## src/rtl/serv_alu_pkg.sv

```systemverilog
// Shared constants for the digit-serial ALU: rd source indices, boolean op
// encodings with their truth-table LUT, and the legal digit-width check.
package serv_alu_pkg;

  localparam int unsigned RD_ADD  = 0;
  localparam int unsigned RD_SH   = 1;
  localparam int unsigned RD_SLT  = 2;
  localparam int unsigned RD_BOOL = 3;

  localparam int unsigned SHAMT_W = 5;

  typedef enum logic [1:0] {
    BOOL_XOR = 2'b00,
    BOOL_EQ  = 2'b01,
    BOOL_OR  = 2'b10,
    BOOL_AND = 2'b11
  } bool_op_e;

  // Indexed by {bool_op, rs1 bit, op_b bit}
  localparam logic [15:0] BOOL_LUT = 16'h8E96;

  function automatic bit legal_w(input int unsigned w);
    return (w == 1) || (w == 2) || (w == 4) || (w == 8);
  endfunction

endpackage

```

## src/rtl/serv_alu_shifter.sv

```systemverilog
// Stored-word shifter: assembles rs1 and the shift amount over a load pass,
// then streams the shifted word out digit by digit on the following pass.
module serv_alu_shifter
  import serv_alu_pkg::*;
#(
  parameter int unsigned W    = 1,
  parameter int unsigned XLEN = 32
) (
  input  logic         clk,
  input  logic         i_rst,
  input  logic         i_en,
  input  logic         i_cnt0,
  input  logic         i_cnt_done,
  input  logic         i_sh_load,
  input  logic         i_sh_right,
  input  logic         i_sh_signed,
  input  logic [W-1:0] i_rs1,
  input  logic [W-1:0] i_op_b,
  output logic         o_sh_done,
  output logic [W-1:0] o_digit
);

  localparam int unsigned NDIG = XLEN / W;
  localparam int unsigned CW   = (NDIG > 1) ? $clog2(NDIG) : 1;

  logic [XLEN-1:0]    data_q, data_d;
  logic [SHAMT_W-1:0] shamt_q, shamt_d;
  logic [CW-1:0]      cnt_q, cnt_d;
  logic               done_q, done_d;
  logic [CW-1:0]      dig_idx;
  logic [XLEN-1:0]    shifted;
  logic [SHAMT_W-1:0] bit_idx;

  always_comb begin
    data_d  = data_q;
    shamt_d = shamt_q;
    cnt_d   = cnt_q;
    done_d  = done_q;
    dig_idx = i_cnt0 ? '0 : cnt_q;

    if (i_en) begin
      cnt_d = (dig_idx == CW'(NDIG - 1)) ? '0 : dig_idx + 1'b1;
    end

    if (i_en && i_sh_load) begin
      data_d = {i_rs1, data_q[XLEN-1:W]};
      // Only the digits holding op_b bits 0..4 update the shift amount
      for (int unsigned j = 0; j < SHAMT_W; j++) begin
        for (int unsigned b = 0; b < W; b++) begin
          if (32'(dig_idx) * W + b == j) shamt_d[j] = i_op_b[b];
        end
      end
      if (i_cnt0)     done_d = 1'b0;
      if (i_cnt_done) done_d = 1'b1;
    end

    if (!i_sh_right)      shifted = data_q << shamt_q;
    else if (i_sh_signed) shifted = $unsigned($signed(data_q) >>> shamt_q);
    else                  shifted = data_q >> shamt_q;

    bit_idx = SHAMT_W'(dig_idx) * SHAMT_W'(W);
    o_digit = shifted[bit_idx +: W];
  end

  always_ff @(posedge clk) begin
    if (i_rst) begin
      data_q  <= '0;
      shamt_q <= '0;
      cnt_q   <= '0;
      done_q  <= 1'b0;
    end else begin
      data_q  <= data_d;
      shamt_q <= shamt_d;
      cnt_q   <= cnt_d;
      done_q  <= done_d;
    end
  end

  assign o_sh_done = done_q;

endmodule

```

## src/rtl/serv_alu_wide.sv

```systemverilog
// Digit-serial RV32 ALU: W bits per enabled cycle covering add/sub, eq/lt
// compare, boolean ops, SLT writeback and shifts via the stored-word shifter.
module serv_alu_wide
  import serv_alu_pkg::*;
#(
  parameter int unsigned W    = 1,
  parameter int unsigned XLEN = 32
) (
  input  logic         clk,
  input  logic         i_rst,
  input  logic         i_en,
  input  logic         i_cnt0,
  input  logic         i_cnt_done,
  input  logic [W-1:0] i_rs1,
  input  logic [W-1:0] i_rs2,
  input  logic [W-1:0] i_imm,
  input  logic         i_op_b_rs2,
  input  logic         i_sub,
  input  logic [1:0]   i_bool_op,
  input  logic         i_cmp_eq,
  input  logic         i_cmp_uns,
  output logic         o_cmp,
  input  logic         i_sh_load,
  input  logic         i_sh_right,
  input  logic         i_sh_signed,
  output logic         o_sh_done,
  input  logic [3:0]   i_rd_sel,
  output logic [W-1:0] o_rd
);

  if (!legal_w(W) || XLEN != 32) begin : g_bad_param
    $error("serv_alu_wide: W must be 1, 2, 4 or 8 and XLEN must be 32");
  end

  logic [W-1:0] op_b, b_inv, sum, bool_res, sh_digit, slt_dig;
  logic [W:0]   add_full;
  logic         cin, cy, c_msb, ovf, lt, result_eq;
  logic         add_cy_q, add_cy_d, eq_q, eq_d, lt_q, lt_d;

  serv_alu_shifter #(.W(W), .XLEN(XLEN)) u_shifter (
    .clk         (clk),
    .i_rst       (i_rst),
    .i_en        (i_en),
    .i_cnt0      (i_cnt0),
    .i_cnt_done  (i_cnt_done),
    .i_sh_load   (i_sh_load),
    .i_sh_right  (i_sh_right),
    .i_sh_signed (i_sh_signed),
    .i_rs1       (i_rs1),
    .i_op_b      (op_b),
    .o_sh_done   (o_sh_done),
    .o_digit     (sh_digit)
  );

  always_comb begin
    op_b     = i_op_b_rs2 ? i_rs2 : i_imm;
    b_inv    = i_sub ? ~op_b : op_b;
    cin      = i_cnt0 ? i_sub : add_cy_q;
    add_full = {1'b0, i_rs1} + {1'b0, b_inv} + {{W{1'b0}}, cin};
    sum      = add_full[W-1:0];
    cy       = add_full[W];

    // Carry into the MSB recovered from the MSB sum bit
    c_msb     = i_rs1[W-1] ^ b_inv[W-1] ^ sum[W-1];
    ovf       = c_msb ^ cy;
    lt        = i_cmp_uns ? ~cy : (sum[W-1] ^ ovf);
    result_eq = (i_rs1 == op_b) & (i_cnt0 | eq_q);
    o_cmp     = i_cmp_eq ? result_eq : lt;

    for (int unsigned b = 0; b < W; b++) begin
      bool_res[b] = BOOL_LUT[{i_bool_op, i_rs1[b], op_b[b]}];
    end

    slt_dig    = '0;
    slt_dig[0] = lt_q & i_cnt0;

    o_rd = '0;
    if (i_rd_sel[RD_ADD])                o_rd |= sum;
    if (i_rd_sel[RD_SH] && !i_sh_load)   o_rd |= sh_digit;
    if (i_rd_sel[RD_SLT])                o_rd |= slt_dig;
    if (i_rd_sel[RD_BOOL])               o_rd |= bool_res;

    add_cy_d = i_en & cy;
    eq_d     = i_en ? result_eq : 1'b1;
    lt_d     = (i_en && i_cnt_done) ? lt : lt_q;
  end

  always_ff @(posedge clk) begin
    if (i_rst) begin
      add_cy_q <= 1'b0;
      eq_q     <= 1'b1;
      lt_q     <= 1'b0;
    end else begin
      add_cy_q <= add_cy_d;
      eq_q     <= eq_d;
      lt_q     <= lt_d;
    end
  end

endmodule

```

## config.mk

```make
export PLATFORM = sky130hd
export DESIGN_NAME = serv_alu_wide
export DESIGN_NICKNAME = d
export VERILOG_FILES = /design/src/rtl/serv_alu_pkg.sv /design/src/rtl/serv_alu_shifter.sv /design/src/rtl/serv_alu_wide.sv
export SDC_FILE = /design/constraint.sdc
export NUM_CORES = 1
export LEC_CHECK = 0
export ABC_CLOCK_PERIOD_IN_PS = 8200
export CAP_MARGIN = 20
export CORE_MARGIN = 5
export CORE_UTILIZATION = 69
export CTS_CLUSTER_DIAMETER = 120
export DETAILED_ROUTE_END_ITERATION = 12
export MAX_ROUTING_LAYER = met4
export PLACE_DENSITY = 0.89
export SETUP_SLACK_MARGIN = 0.2
export SYNTH_ARGS = -nofsm -noshare
export SYNTH_HDL_FRONTEND = slang
export SYNTH_HIERARCHICAL = 1
export SYNTH_SLANG_ARGS = --single-unit
```

## constraint.sdc

```tcl
create_clock -name clk -period 8.2 [get_ports clk]
set_input_delay 0.82 -clock clk [delete_from_list [all_inputs] [get_ports clk]]
set_output_delay 0.82 -clock clk [all_outputs]
set_load 0.02 [all_outputs]
```

## Word-level counts from Yosys, hierarchy flattened

Memories as Yosys holds them, arrays and structs flattened.
Index checks and enable logic that the tools add are counted.
W data, S select, Z words.

- Flip-flop bits (word level): 46
- Memory bits (read-only): 16
- Input bits: 21
- Output and inout port bits: 3
- Word-level logic and storage cells: 69
- Memories: 1

Memories:

| name | words | width | read ports | clocked after memory_dff | write ports | line | RTL |
|---|---|---|---|---|---|---|---|
| (no name shown) | 16 | 1 | 1 | 0 | 0 | serv_alu_wide.sv:71 | `bool_res[b] = BOOL_LUT[{i_bool_op, i_rs1[b], op_b[b]}];` |

- Add/subtract/negate cells: 3
- Magnitude comparators: 1
- Equality and inequality tests: 6
- Shifts and indexed selects: 4
- Multiplexer cells: 16
- Bitwise gates (word level): 14
- Reductions and logical operators: 13

Operators with widths:

| kind | count |
|---|---|
| $mux W32 | 2 |
| $logic_not A32 Y1 | 1 |
| $shiftx A32 B6 Y1 | 1 |
| $shl A32 B5 Y32 | 1 |
| $shr A32 B5 Y32 | 1 |
| $sshr A32 B5 Y32 | 1 |
| $mux W1 | 12 |
| $reduce_and A2 Y1 | 6 |
| $eq A5 B2 Y1 const B | 2 |
| $mux W5 | 2 |
| $add A5 B1 Y5 const B | 1 |
| $eq A5 B1 Y1 const B | 1 |
| $eq A5 B3 Y1 const B | 1 |
| $eq A5 B5 Y1 const B | 1 |
| $lt A4 B5 Y1 const B | 1 |
| $or A1 B1 Y1 | 4 |
| $xor A1 B1 Y1 | 4 |
| $and A1 B1 Y1 | 3 |
| $logic_and A1 B1 Y1 | 3 |
| $not A1 Y1 | 3 |
| $add A1 B1 Y2 | 1 |
| $add A2 B1 Y2 | 1 |
| $reduce_bool A2 Y1 | 1 |
| $reduce_or A2 Y1 | 1 |
| 2 further kinds | 2 |

## Longest topological paths before layout

- Depth in word-level cells: 12
- Gate-level depth with buffers: 15
- Mapped depth without buffers: 12

## Cells and area by module

Netlist, hierarchy kept.

By module, submodules not included:

| module | times used | cells each | area an instance (um^2) | sequential area each (um^2) |
|---|---|---|---|---|
| serv_alu_shifter | 1 | 763 | 6158.4 | 860.8 |
| serv_alu_wide | 1 | 30 | 292.8 | 60.1 |

## Worst setup path after synthesis

Ideal clock, no wire load.

- Path kind: input to output
- Start: input port i_cnt0
- End: output port o_rd
- Arrival time: 3.322 ns
- Data required time: 7.380 ns
- Setup slack: 4.058 ns
- Cell stages on the path: 13
- Path buffers: 2
- Path through: buf_2 nand2b_1 buf_2 clkinv_1 mux4_2 mux4_2 a22oi_1 o2111ai_1 nand4b_1 a32oi_1 and3b_1 a311oi_1 nand3_1

- Elaborated cells on any way between the ends: 12
- Those cells by class: add/sub (1); shift (1); mux (6); bitwise (4)

RTL lines:

| what | line | RTL |
|---|---|---|
| start, declared | serv_alu_wide.sv:12 | `input logic i_cnt0,` |
| $mux W5 * | serv_alu_shifter.sv:39 | `dig_idx = i_cnt0 ? '0 : cnt_q;` |
| $shiftx A32 B6 Y1 * | serv_alu_shifter.sv:62 | `o_digit = shifted[bit_idx +: W];` |
| net sh_digit | serv_alu_wide.sv:35 | `logic [W-1:0] op_b, b_inv, sum, bool_res, sh_digit, slt_dig;` |
| $or A1 B1 Y1 * | serv_alu_wide.sv:79 | `if (i_rd_sel[RD_SH] && !i_sh_load) o_rd \|= sh_digit;` |
| $mux W1 * | serv_alu_wide.sv:79 |  |
| $or A1 B1 Y1 | serv_alu_wide.sv:80 | `if (i_rd_sel[RD_SLT]) o_rd \|= slt_dig;` |
| $mux W1 * | serv_alu_wide.sv:80 |  |
| $or A1 B1 Y1 | serv_alu_wide.sv:81 | `if (i_rd_sel[RD_BOOL]) o_rd \|= bool_res;` |
| $mux W1 * | serv_alu_wide.sv:81 |  |
| end, declared | serv_alu_wide.sv:28 | `output logic [W-1:0] o_rd` |

The timed path passes the listed nets; every way through them passes the cells marked *.

## Final worst setup path

Ends and elaborated chain as after synthesis.

==> results.md <==
- Final std cells w/o fill: 850
- Status: finished, final reports clean
- Dpl hpwl: 15,900 um
- Largest net degree at the start of global routing: 60
- Synth top area cells: mux4_2 21%, dfxtp_1 14%, nand2_1 6.9%
- Final hold slack: 0.536 ns
- P_leak: 0.00215 uW
- Routed Antenna Nets: 0
- Final Routed Wirelength: 22,400 um
- CTS Buf Count: 5
- Layout area overhead: 2.77%
- RSZ-0062 raised after global routing: no
- # hold bufs at CTS: 0
- Grt total ovfl: 0
- Dpl cells: ~840
- Warning count from the yosys run: 6
- Crit-path max FO: 36
- CP arrival: 5.13 ns
- Worst-Skew Late Latency: a little over 0.3 ns
- Max_slew headroom: 0.392
- WS Path Type: in2out
- Final setup TNS: 0 ns
- Reg power frac: 0.436
- Cts repair resizes: 0
- Clock Power Share: 0.337
- Vias per std cell: between 8 and 9
- Fmax achieved: 0.168 GHz
- Number of global-route vias before repair: between 6,000 and 7,000
- Mapped Area: roughly 6500 um^2
- Pwr Density: 79.8 nW/um^2
- Deepest clock path buffer count: 2
- Top cells by count, synth: 119 x nand2_1, 69 x a21oi_1, 60 x mux4_2
- Starting Density: 0.701
- Hold crit path type: reg2reg
- Share of cells above drive strength 1: 0.172
- First-pass GRT wire length: around 36,000 um
- GPL Wtd Cong: 1.11
- Tcrit/Tclk final: 0.726
- Minimum clock period: slightly below 6 ns
- Element type at the critical path start: input pin
- H-tree depth: 2
- Via Count: between 6,000 and 7,000
- Drt wl/cell: 26.3 um
- Synth area leader: mux4_2
- Critical Path RT: 7.38 ns
- Max Clock Skew: 0.00653 ns
- Die Y-Extent: 107 um
- Sw frac: 0.308
- Worst vdd rail ir drop: between 0.0001 and 0.00015 V
- Rows: 35
- Int Power: roughly 370 uW
- Pwr Total: about 530 uW
- Post-synth EDFFs: 0
- Final core utilization: 0.721
- Die area: 11,400 um^2
- Yosys reg bits: 46
- Gr usage total: 0.405
- Die width: 107 um
- Clk sinks: 46
- Initial antenna violation count: 0
- Post-CTS Setup Inserts: 0
- Clock transition at path regs: 0.10 ns
- Unique masters post-synth: 76
- Final slew viol count: 0
- Inserted Diodes: 0
- Total core area: 9200 um^2
- Mapped Cells: 793
- Final Hold Viols: 0
- Max-Cap Viols: 0
- Seq/Total Area, Yosys: 0.143
- Async SR Flop Fraction: 0
- TritonRoute pass-1 iters: 6
- Top-area cell type share of the netlist area: 0.209
- Io pins: 24
- Layout Nets: 768
- Setup crit end kind: output port
- Comb power frac: 0.226
- Root Driver: clkbuf_8
- Top-count cell post-synth: nand2_1
- CTS tree: done
- PortBufs: 23
- Synthesized Nets: 823
- Initial drt markers: 1,058
- # setup viols final: 0
- DRC viols: 0
- Worst-margin pin slew: between 0.9 and 1 ns
- P_sw: 163 uW
- Main synth FF type: dfxtp_1
- Avg Inst Size Synth: 8.14 um^2
layout make-up:
cell class | count | area [um^2]
multi-input cells | 636 | 5020
fillers | 685 | 2570
flip-flops and latches | 46 | 928
repair buffers | 36 | 388
well taps | 111 | 139
clock buffers | 6 | 72.6
inverters | 13 | 48.8
clock inverters | 2 | 37.5
worst paths after layout:
| kind | cells past startpoint | from | endpoint | slack [ns] |
|---|---|---|---|---|
| min reg2reg | 2 | eq_q | eq_q | 0.54 |
| min | 2 | eq_q | eq_q | 0.54 |
| max | 14 | i_cnt0 | o_rd | 2.25 |
| max reg2reg | 10 | u_shifter/cnt_q[0] | u_shifter/cnt_q[2] | 5.55 |
worst max-delay path: stages:
cell	delay [ns]
clkdlybuf4s50_1	0.76
nand2b_1	0.17
buf_4	0.38
clkinv_1	0.36
mux4_2	0.51
mux4_2	0.46
a22oi_1	0.17
o2111ai_1	0.14
nand4b_1	0.14
a32oi_1	0.10
and3b_1	0.22
a311oi_1	0.23
nand3_1	0.10
clkdlybuf4s50_1	0.56
placed cells by master (no fill, tap or decap), types with 6 or more instances in the layout:
master,netlist,final
nand2_1,119,119
a21oi_1,69,69
mux4_2,60,60
nor2_1,57,57
mux2i_1,44,44
dfxtp_1,46,42
mux2_2,31,31
o21ai_0,29,29
clkdlybuf4s50_1,0,23
nand3_1,21,21
nor3_1,18,18
nand2b_1,14,14
o211ai_1,13,13
inv_1,10,10
nor2b_1,10,10
buf_4,6,10
a31oi_1,9,9
a211oi_1,9,9
ha_1,7,7
o2111ai_1,7,7
a22oi_1,6,6
o221ai_1,6,6
and2_1,6,6
power groups by stage:
stage,combinational [uW],clock [uW],sequential [uW]
final,120,178,231
after global routing,128,190,231
after CTS,112,177,230
after detailed placement,111,0,236
after global placement,108,0,236
after floorplan,80.8,0,232
stage by stage:
stage | setup slack (ns) | instance area, um^2
2_1_floorplan | 4.06 | 6450
3_3_place_gp | 2.45 | 6440
3_5_place_dp | 2.39 | 6440
4_1_cts | 2.28 | 6550
5_1_grt | 2.00 | 6630
6_report | 2.25 | 6630
state kept, by name, indices dropped and copies added (netlist names):
register and cells:
u_shifter/data_q 32, u_shifter/cnt_q 5, u_shifter/shamt_q 5, add_cy_q 1, eq_q 1, lt_q 1, u_shifter/o_sh_done 1
layer usage:
layer	track usage	vias up	routed length, um
met5	-	-	0
met2	0.579	593	9810
li1	-	2903	-
met1	0.555	3246	8180
met4	0.145	0	1030
met3	0.107	107	3380
cells by family after synthesis:
logic type      synth area share
compound gates             0.223
flops                      0.143
simple gates               0.196
buf+inv                   0.0797
mux                        0.337
fa+ha+maj                 0.0198
xor+xnor                 0.00136
Power figures use the tool's default switching activity.
